==> src/rtl/bias_add_pkg.sv <==
// Shared format arithmetic for the encoder bias-add stage:
// aligned-sum sizing, round shift, round-half-up and saturation helpers.
package bias_add_pkg;

    localparam int MAXW = 64;

    function automatic int max2(input int a, input int b);
        return (a > b) ? a : b;
    endfunction

    function automatic int frac_sum(input int fd, input int fb);
        return max2(fd, fb);
    endfunction

    function automatic int sum_width(input int wd, input int fd,
                                     input int wb, input int fb);
        return max2(wd - fd, wb - fb) + max2(fd, fb) + 1;
    endfunction

    function automatic int round_shift(input int fd, input int fb,
                                       input int fo);
        return max2(fd, fb) - fo;
    endfunction

    function automatic logic signed [MAXW-1:0] round_half_up(
        input logic signed [MAXW-1:0] x, input int sh);
        logic signed [MAXW-1:0] half;
        if (sh <= 0) return x;
        half = MAXW'(1) <<< (sh - 1);
        return (x + half) >>> sh;
    endfunction

    function automatic logic signed [MAXW-1:0] sat_hi(input int w);
        return (MAXW'(1) <<< (w - 1)) - MAXW'(1);
    endfunction

    function automatic logic signed [MAXW-1:0] sat_lo(input int w);
        return -(MAXW'(1) <<< (w - 1));
    endfunction

    function automatic logic signed [MAXW-1:0] round_sat(
        input logic signed [MAXW-1:0] x, input int sh, input int w);
        logic signed [MAXW-1:0] r;
        r = round_half_up(x, sh);
        if (r > sat_hi(w)) return sat_hi(w);
        if (r < sat_lo(w)) return sat_lo(w);
        return r;
    endfunction

    function automatic logic sat_hit(
        input logic signed [MAXW-1:0] x, input int sh, input int w);
        logic signed [MAXW-1:0] r;
        r = round_half_up(x, sh);
        return (r > sat_hi(w)) || (r < sat_lo(w));
    endfunction

endpackage

==> src/rtl/bias_add_skid_buffer.sv <==
// Two-entry output skid buffer; in_ready comes straight from a flop
// so downstream ready never reaches the upstream ready path.
module bias_add_skid_buffer #(
    parameter int WIDTH = 16
) (
    input  logic             clk,
    input  logic             rst,
    input  logic [WIDTH-1:0] in_data,
    input  logic             in_valid,
    output logic             in_ready,
    output logic [WIDTH-1:0] out_data,
    output logic             out_valid,
    input  logic             out_ready
);

    logic [WIDTH-1:0] e0, e1;
    logic [1:0]       cnt, cnt_nxt;
    logic             rdy_q, push, pop;

    assign in_ready  = rdy_q;
    assign out_valid = (cnt != 2'd0);
    assign out_data  = e0;
    assign push      = in_valid && rdy_q;
    assign pop       = out_valid && out_ready;
    assign cnt_nxt   = cnt + {1'b0, push} - {1'b0, pop};

    always_ff @(posedge clk) begin
        if (rst) begin
            cnt   <= 2'd0;
            rdy_q <= 1'b1;
            e0    <= '0;
            e1    <= '0;
        end else begin
            cnt   <= cnt_nxt;
            rdy_q <= (cnt_nxt != 2'd2);
            unique case ({push, pop})
                2'b10: begin
                    if (cnt == 2'd0) e0 <= in_data;
                    else             e1 <= in_data;
                end
                2'b01: e0 <= e1;
                2'b11: begin
                    if (cnt == 2'd1) begin
                        e0 <= in_data;
                    end else begin
                        e0 <= e1;
                        e1 <= in_data;
                    end
                end
                default: ;
            endcase
        end
    end

endmodule

==> src/rtl/encoder_layer_0_intermediate_dense_bias_add.sv <==
// Joins matmul and bias streams, aligns, adds, rounds and saturates.
// Define BIAS_ADD_SAT_FLAG_EN to add the sticky sat_flag output.
module encoder_layer_0_intermediate_dense_bias_add
    import bias_add_pkg::*;
#(
    parameter int DATA_IN_0_PRECISION_0  = 16,
    parameter int DATA_IN_0_PRECISION_1  = 3,
    parameter int BIAS_PRECISION_0       = 16,
    parameter int BIAS_PRECISION_1       = 3,
    parameter int DATA_OUT_0_PRECISION_0 = 16,
    parameter int DATA_OUT_0_PRECISION_1 = 3,
    parameter int PARALLELISM            = 1
) (
    input  logic                              clk,
    input  logic                              rst,
    input  logic [DATA_IN_0_PRECISION_0-1:0]  data_in_0 [PARALLELISM],
    input  logic                              data_in_0_valid,
    output logic                              data_in_0_ready,
    input  logic [BIAS_PRECISION_0-1:0]       bias [PARALLELISM],
    input  logic                              bias_valid,
    output logic                              bias_ready,
    output logic [DATA_OUT_0_PRECISION_0-1:0] data_out_0 [PARALLELISM],
    output logic                              data_out_0_valid,
    input  logic                              data_out_0_ready
`ifdef BIAS_ADD_SAT_FLAG_EN
    ,
    output logic                              sat_flag
`endif
);

    localparam int F_S = frac_sum(DATA_IN_0_PRECISION_1, BIAS_PRECISION_1);
    localparam int W_S = sum_width(DATA_IN_0_PRECISION_0,
                                   DATA_IN_0_PRECISION_1,
                                   BIAS_PRECISION_0, BIAS_PRECISION_1);
    localparam int SH  = round_shift(DATA_IN_0_PRECISION_1,
                                     BIAS_PRECISION_1,
                                     DATA_OUT_0_PRECISION_1);
    localparam int SHD = F_S - DATA_IN_0_PRECISION_1;
    localparam int SHB = F_S - BIAS_PRECISION_1;
    localparam int W_O = DATA_OUT_0_PRECISION_0;
    localparam int VW  = W_O * PARALLELISM;

    logic                  s1_v, s1_accept, join_fire;
    logic                  sb_ready, sb_push, sb_valid;
    logic signed [W_S-1:0] sum    [PARALLELISM];
    logic signed [W_S-1:0] s1_sum [PARALLELISM];
    logic [VW-1:0]         sb_in, sb_out;

    assign s1_accept       = !s1_v || sb_ready;
    assign join_fire       = data_in_0_valid && bias_valid && s1_accept;
    assign data_in_0_ready = bias_valid && s1_accept;
    assign bias_ready      = data_in_0_valid && s1_accept;
    assign sb_push         = s1_v && sb_ready;

    // Both operands brought to F_S fraction bits; W_S leaves room for carry.
    always_comb begin
        for (int i = 0; i < PARALLELISM; i++) begin
            sum[i] = (W_S'($signed(data_in_0[i])) <<< SHD)
                   + (W_S'($signed(bias[i])) <<< SHB);
        end
    end

    always_ff @(posedge clk) begin
        if (rst) begin
            s1_v <= 1'b0;
            for (int i = 0; i < PARALLELISM; i++) s1_sum[i] <= '0;
        end else if (s1_accept) begin
            s1_v <= join_fire;
            if (join_fire) begin
                for (int i = 0; i < PARALLELISM; i++) s1_sum[i] <= sum[i];
            end
        end
    end

    always_comb begin
        sb_in = '0;
        for (int i = 0; i < PARALLELISM; i++) begin
            sb_in[i*W_O +: W_O] = W_O'(round_sat(MAXW'(s1_sum[i]), SH, W_O));
        end
    end

    bias_add_skid_buffer #(
        .WIDTH(VW)
    ) u_skid (
        .clk      (clk),
        .rst      (rst),
        .in_data  (sb_in),
        .in_valid (s1_v),
        .in_ready (sb_ready),
        .out_data (sb_out),
        .out_valid(sb_valid),
        .out_ready(data_out_0_ready)
    );

    assign data_out_0_valid = sb_valid;

    always_comb begin
        for (int i = 0; i < PARALLELISM; i++) begin
            data_out_0[i] = sb_out[i*W_O +: W_O];
        end
    end

`ifdef BIAS_ADD_SAT_FLAG_EN
    logic [PARALLELISM-1:0] hit;

    always_comb begin
        hit = '0;
        for (int i = 0; i < PARALLELISM; i++) begin
            hit[i] = sat_hit(MAXW'(s1_sum[i]), SH, W_O);
        end
    end

    always_ff @(posedge clk) begin
        if (rst)                  sat_flag <= 1'b0;
        else if (sb_push && |hit) sat_flag <= 1'b1;
    end
`endif

endmodule
==> config.mk <==
export PLATFORM = sky130hd
export DESIGN_NAME = encoder_layer_0_intermediate_dense_bias_add
export DESIGN_NICKNAME = d
export VERILOG_FILES = /design/src/rtl/bias_add_pkg.sv /design/src/rtl/bias_add_skid_buffer.sv /design/src/rtl/encoder_layer_0_intermediate_dense_bias_add.sv
export SDC_FILE = /design/constraint.sdc
export NUM_CORES = 1
export LEC_CHECK = 0
export CORE_MARGIN = 2
export CORE_UTILIZATION = 45
export DETAILED_ROUTE_END_ITERATION = 10
export PLACE_DENSITY = 0.7
export SLEW_MARGIN = 20
export SYNTH_ARGS = -nofsm -noshare
export SYNTH_HDL_FRONTEND = slang
export SYNTH_SLANG_ARGS = --single-unit
==> constraint.sdc <==
create_clock -name clk -period 2.48 [get_ports clk]
set_input_delay 0.496 -clock clk [delete_from_list [all_inputs] [get_ports clk]]
set_output_delay 0.496 -clock clk [all_outputs]
set_load 0.01 [all_outputs]
==> impl_metrics.toml <==
[run_status]
status = "completed"

[worst_setup_path]
critical_path_arrival_ns = 2.37
cp.required_ns = 2.53
r2r_cells = 8
path_class = "in2reg"
timing.reg2reg.setup_slack_ns = 0.52
setup.worst_path.start_class = "input port"
endpoint_kind = "flip-flop"
timing.rr.start = "u_skid.cnt[1]"
worstSetupStartpoint = "data_in_0[6]"
critPathMaxFanout = 5
ff_to_ff_end = "u_skid.in_ready"

[clock_network]
ctsLongestPathBuffers = 2
post_cts_resized = 0
holdBufCountCts = 0
postCtsSetupRepairBufs = 0
number_of_cts_inserted_buffers = 5
ctsHtreeMaxLevel = 2
clk_pin_slew_worst_paths_ns = 0.09
clock_latency_ns = 0.30
clock_sinks = 53
cts_tree = "done"
cts-root-buf = "sky130_fd_sc_hd__clkbuf_8"

[synth]
post_synth_inst_count = 362
yosysUniqueCellTypes = 60
dominant_combinational_cell_family_by_area_after_synthesis = "compound AO/OA/AOI/OAI gates"
synthMostInstantiatedCell = "sky130_fd_sc_hd__nor2_1"
yosysTopAreaCell = "sky130_fd_sc_hd__dfxtp_1"
yosys.area_share.simple_pct = 20.4
synth-adder-area-share_pct = 8.27
synth_xor_xnor_area_share_pct = 1.91
synth_compound_gate_area_share_pct = 24.3
synthDominantCellAreaShare_pct = 22.5
async_flop_share_pct = 0
ys_top_cells_by_count = "62 x sky130_fd_sc_hd__nor2_1, 41 x sky130_fd_sc_hd__a21oi_1, 36 x sky130_fd_sc_hd__dfxtp_1, 24 x sky130_fd_sc_hd__nand2_1, 19 x sky130_fd_sc_hd__o21ai_0"
synth_net_count = 418
synth_warnings = 0
ys_seq_elements = 53
synth_enable_flop_cells = 17
postSynth.topFlopCell = "sky130_fd_sc_hd__dfxtp_1"
muxShareOfSynthArea_pct = 2.57
synthesis.area_per_instance_sq_um = 8.86
synth.top_cells.by_area = "sky130_fd_sc_hd__dfxtp_1 22%, sky130_fd_sc_hd__edfxtp_1 16%, sky130_fd_sc_hd__nor2_1 7.3%"
post_synth_instance_area_sq_um = 3210
yosysSeqAreaShare_pct = 38.4

[die]
start_util_pct = 47.0
ioPinCount = 56
row_count = 30
core_area_sq_um = 6830
floorplan.die.width_um = 88.4
die_height_um = 88.4
die_area_sq_um = 7820

[route]
wirelength_um = 6550
drt-initial-drc-count = 51
vias = 2735
post_detailed_route_count_of_antenna_violating_nets = 0
wl_per_cell_um = 12.1
drt_first_pass_iters = 4
route.detailed.vias_per_inst = 5.06
drc = 0

[timing]
f_max_mhz = 432
final_min_period_over_clock_period_pct = 93.4
final_hold_viol_count = 0
skew_ns = 0.00441
report.final.setup_viol = 0
slew_viol_final = 0
setup_total_negative_slack_ns = 0
slew-limit-headroom_pct = 54.7
tightest_slew_ns = 0.679
grt_setup_unrepaired = "no"
min_period_ns = 2.32

[placed_design]
placedInstanceArea_sq_um = 4080
placed_cells = 532
detailedPlacementHpwl_um = 5120
gpl_wtd_cong = 0.874
portBuffers = 55

[worst_hold_path]
holdPathEnd = "u_skid.e1[10]"
hold_path.class = "reg2reg"
worst_hold_startpoint = "u_skid.e1[10]"
whs_path_cells = 2

[final_layout]
layout.cells.non_filler = 540
final_design_area_no_fill_sq_um = 4190
layout-drive-gt1-share_pct = 18.0
layout.core_utilization_pct = 61.3
n_fill_cell = 616
fin_nets = 499
layout-area-overhead-vs-synth_pct = 30.5
diodes = 0

[global_routing]
grt_overflow_total = 0
largest_net_degree_at_the_start_of_global_routing = 37
grt_use_met2_pct = 29.9
globalRoute.busiestLayer = "met2"
grt_util_all_layers_pct = 18.3
globalRouteMet1Util_pct = 25.0
grt_pass1_wl_um = 11500
first_global_vias = 2629
antenna_found_initial = 0
grt_util_met3_pct = 2.99

[power_and_ir_drop]
internal-power_mw = 1.83
seq_power_share_pct = 39.8
pwr-share-comb_pct = 40.9
vdd.ir_drop.worst_mv = 0.268
post-layout-total-power_mw = 2.73
total_switching_power_mw = 0.900
power.share.clock_pct = 19.3
total_leakage_power_nw = 1.71
powerDensity_nw_per_um2 = 652
switching_share_pct = 33.0

[run]
max_cap_violations = 0
power by group through the flow:
stage / registers [mW] / clock network [mW] / logic [mW]
after floorplan: 1.13 / 0 / 0.671
after global placement: 1.10 / 0 / 1.10
after detailed placement: 1.11 / 0 / 1.11
after CTS: 1.09 / 0.542 / 1.12
after global routing: 1.10 / 0.584 / 1.25
final: 1.09 / 0.527 / 1.12
layout by cell type, fill, tap and decap left out, types with 6 or more instances in the layout:
| cell type | synthesis | layout |
|---|---|---|
| sky130_fd_sc_hd__nand3_1 | 7 | 7 |
| sky130_fd_sc_hd__ha_1 | 18 | 18 |
| sky130_fd_sc_hd__inv_1 | 6 | 6 |
| sky130_fd_sc_hd__a21oi_1 | 41 | 41 |
| sky130_fd_sc_hd__nand2_1 | 24 | 24 |
| sky130_fd_sc_hd__mux2i_1 | 6 | 6 |
| sky130_fd_sc_hd__a211oi_2 | 17 | 17 |
| sky130_fd_sc_hd__nor2b_1 | 6 | 6 |
| sky130_fd_sc_hd__nor2_1 | 62 | 62 |
| sky130_fd_sc_hd__dfxtp_1 | 36 | 36 |
| sky130_fd_sc_hd__edfxtp_1 | 17 | 17 |
| sky130_fd_sc_hd__o21ai_0 | 19 | 19 |
| sky130_fd_sc_hd__buf_4 | 0 | 41 |
| sky130_fd_sc_hd__and2_1 | 8 | 8 |
| sky130_fd_sc_hd__clkdlybuf4s50_1 | 0 | 55 |
| sky130_fd_sc_hd__clkbuf_8 | 0 | 7 |
sequential cells by signal, summed over array words and instances, names as in the netlist:
name and cells:
s1_v 1, s1_sum 17, u_skid.out_data 16, u_skid.in_ready 1, u_skid.e1 16, u_skid.cnt 2
how the worst max path moves through the flow:
stage / endpoint / slack [ns] / cells after the start
after floorplan: s1_sum[0][15] / 0.36 / 7
after global routing: s1_sum[0][13] / 0.01 / 8
after detailed placement: s1_sum[0][15] / -0.21 / 7
final: s1_sum[0][13] / 0.16 / 8
after global placement: s1_sum[0][13] / -0.15 / 8
after CTS: s1_sum[0][13] / 0.11 / 8
routing by layer:
layer	routed length (um)	up-vias
met1	3190	1205
met5	0	-
met2	3020	66
li1	-	1456
met3	239	8
met4	98	0
worst max-delay path, stage by stage:
cell and delay, ns:
sky130_fd_sc_hd__clkdlybuf4s50_1 0.40, sky130_fd_sc_hd__ha_1 0.37, sky130_fd_sc_hd__a21oi_2 0.19, sky130_fd_sc_hd__o221a_2 0.22
sky130_fd_sc_hd__nor4bb_1 0.35, sky130_fd_sc_hd__buf_4 0.18, sky130_fd_sc_hd__or3_1 0.11, sky130_fd_sc_hd__a21oi_2 0.06
logic make-up after synthesis:
family                   count (synthesis)
AO/OA/AOI/OAI                          110
XOR/XNOR                                 7
adder cells (fa/ha/maj)                 21
buffers and inverters                   28
flip-flops                              53
multiplexers                             8
AND/OR/NAND/NOR                        135
through the flow:
step / worst slack [ns] / hold slack, ns
floorplan: 0.360 / 0.449
global placement: -0.146 / 0.458
detailed placement: -0.214 / 0.468
CTS: 0.106 / 0.490
global route: 0.0145 / 0.520
finish: 0.164 / 0.487
final cells by class:
cell class	instances	area [sq um]	share of cell area, %
inverters	6	22.5	0.538
well taps	96	120	2.87
multi-input cells	281	1850	44.2
clock inverters	1	5.00	0.120
flip-flops and latches	53	1230	29.4
repair buffers	96	858	20.5
clock buffers	7	96.3	2.30
No activity file was read; power rests on OpenSTA's default activity.
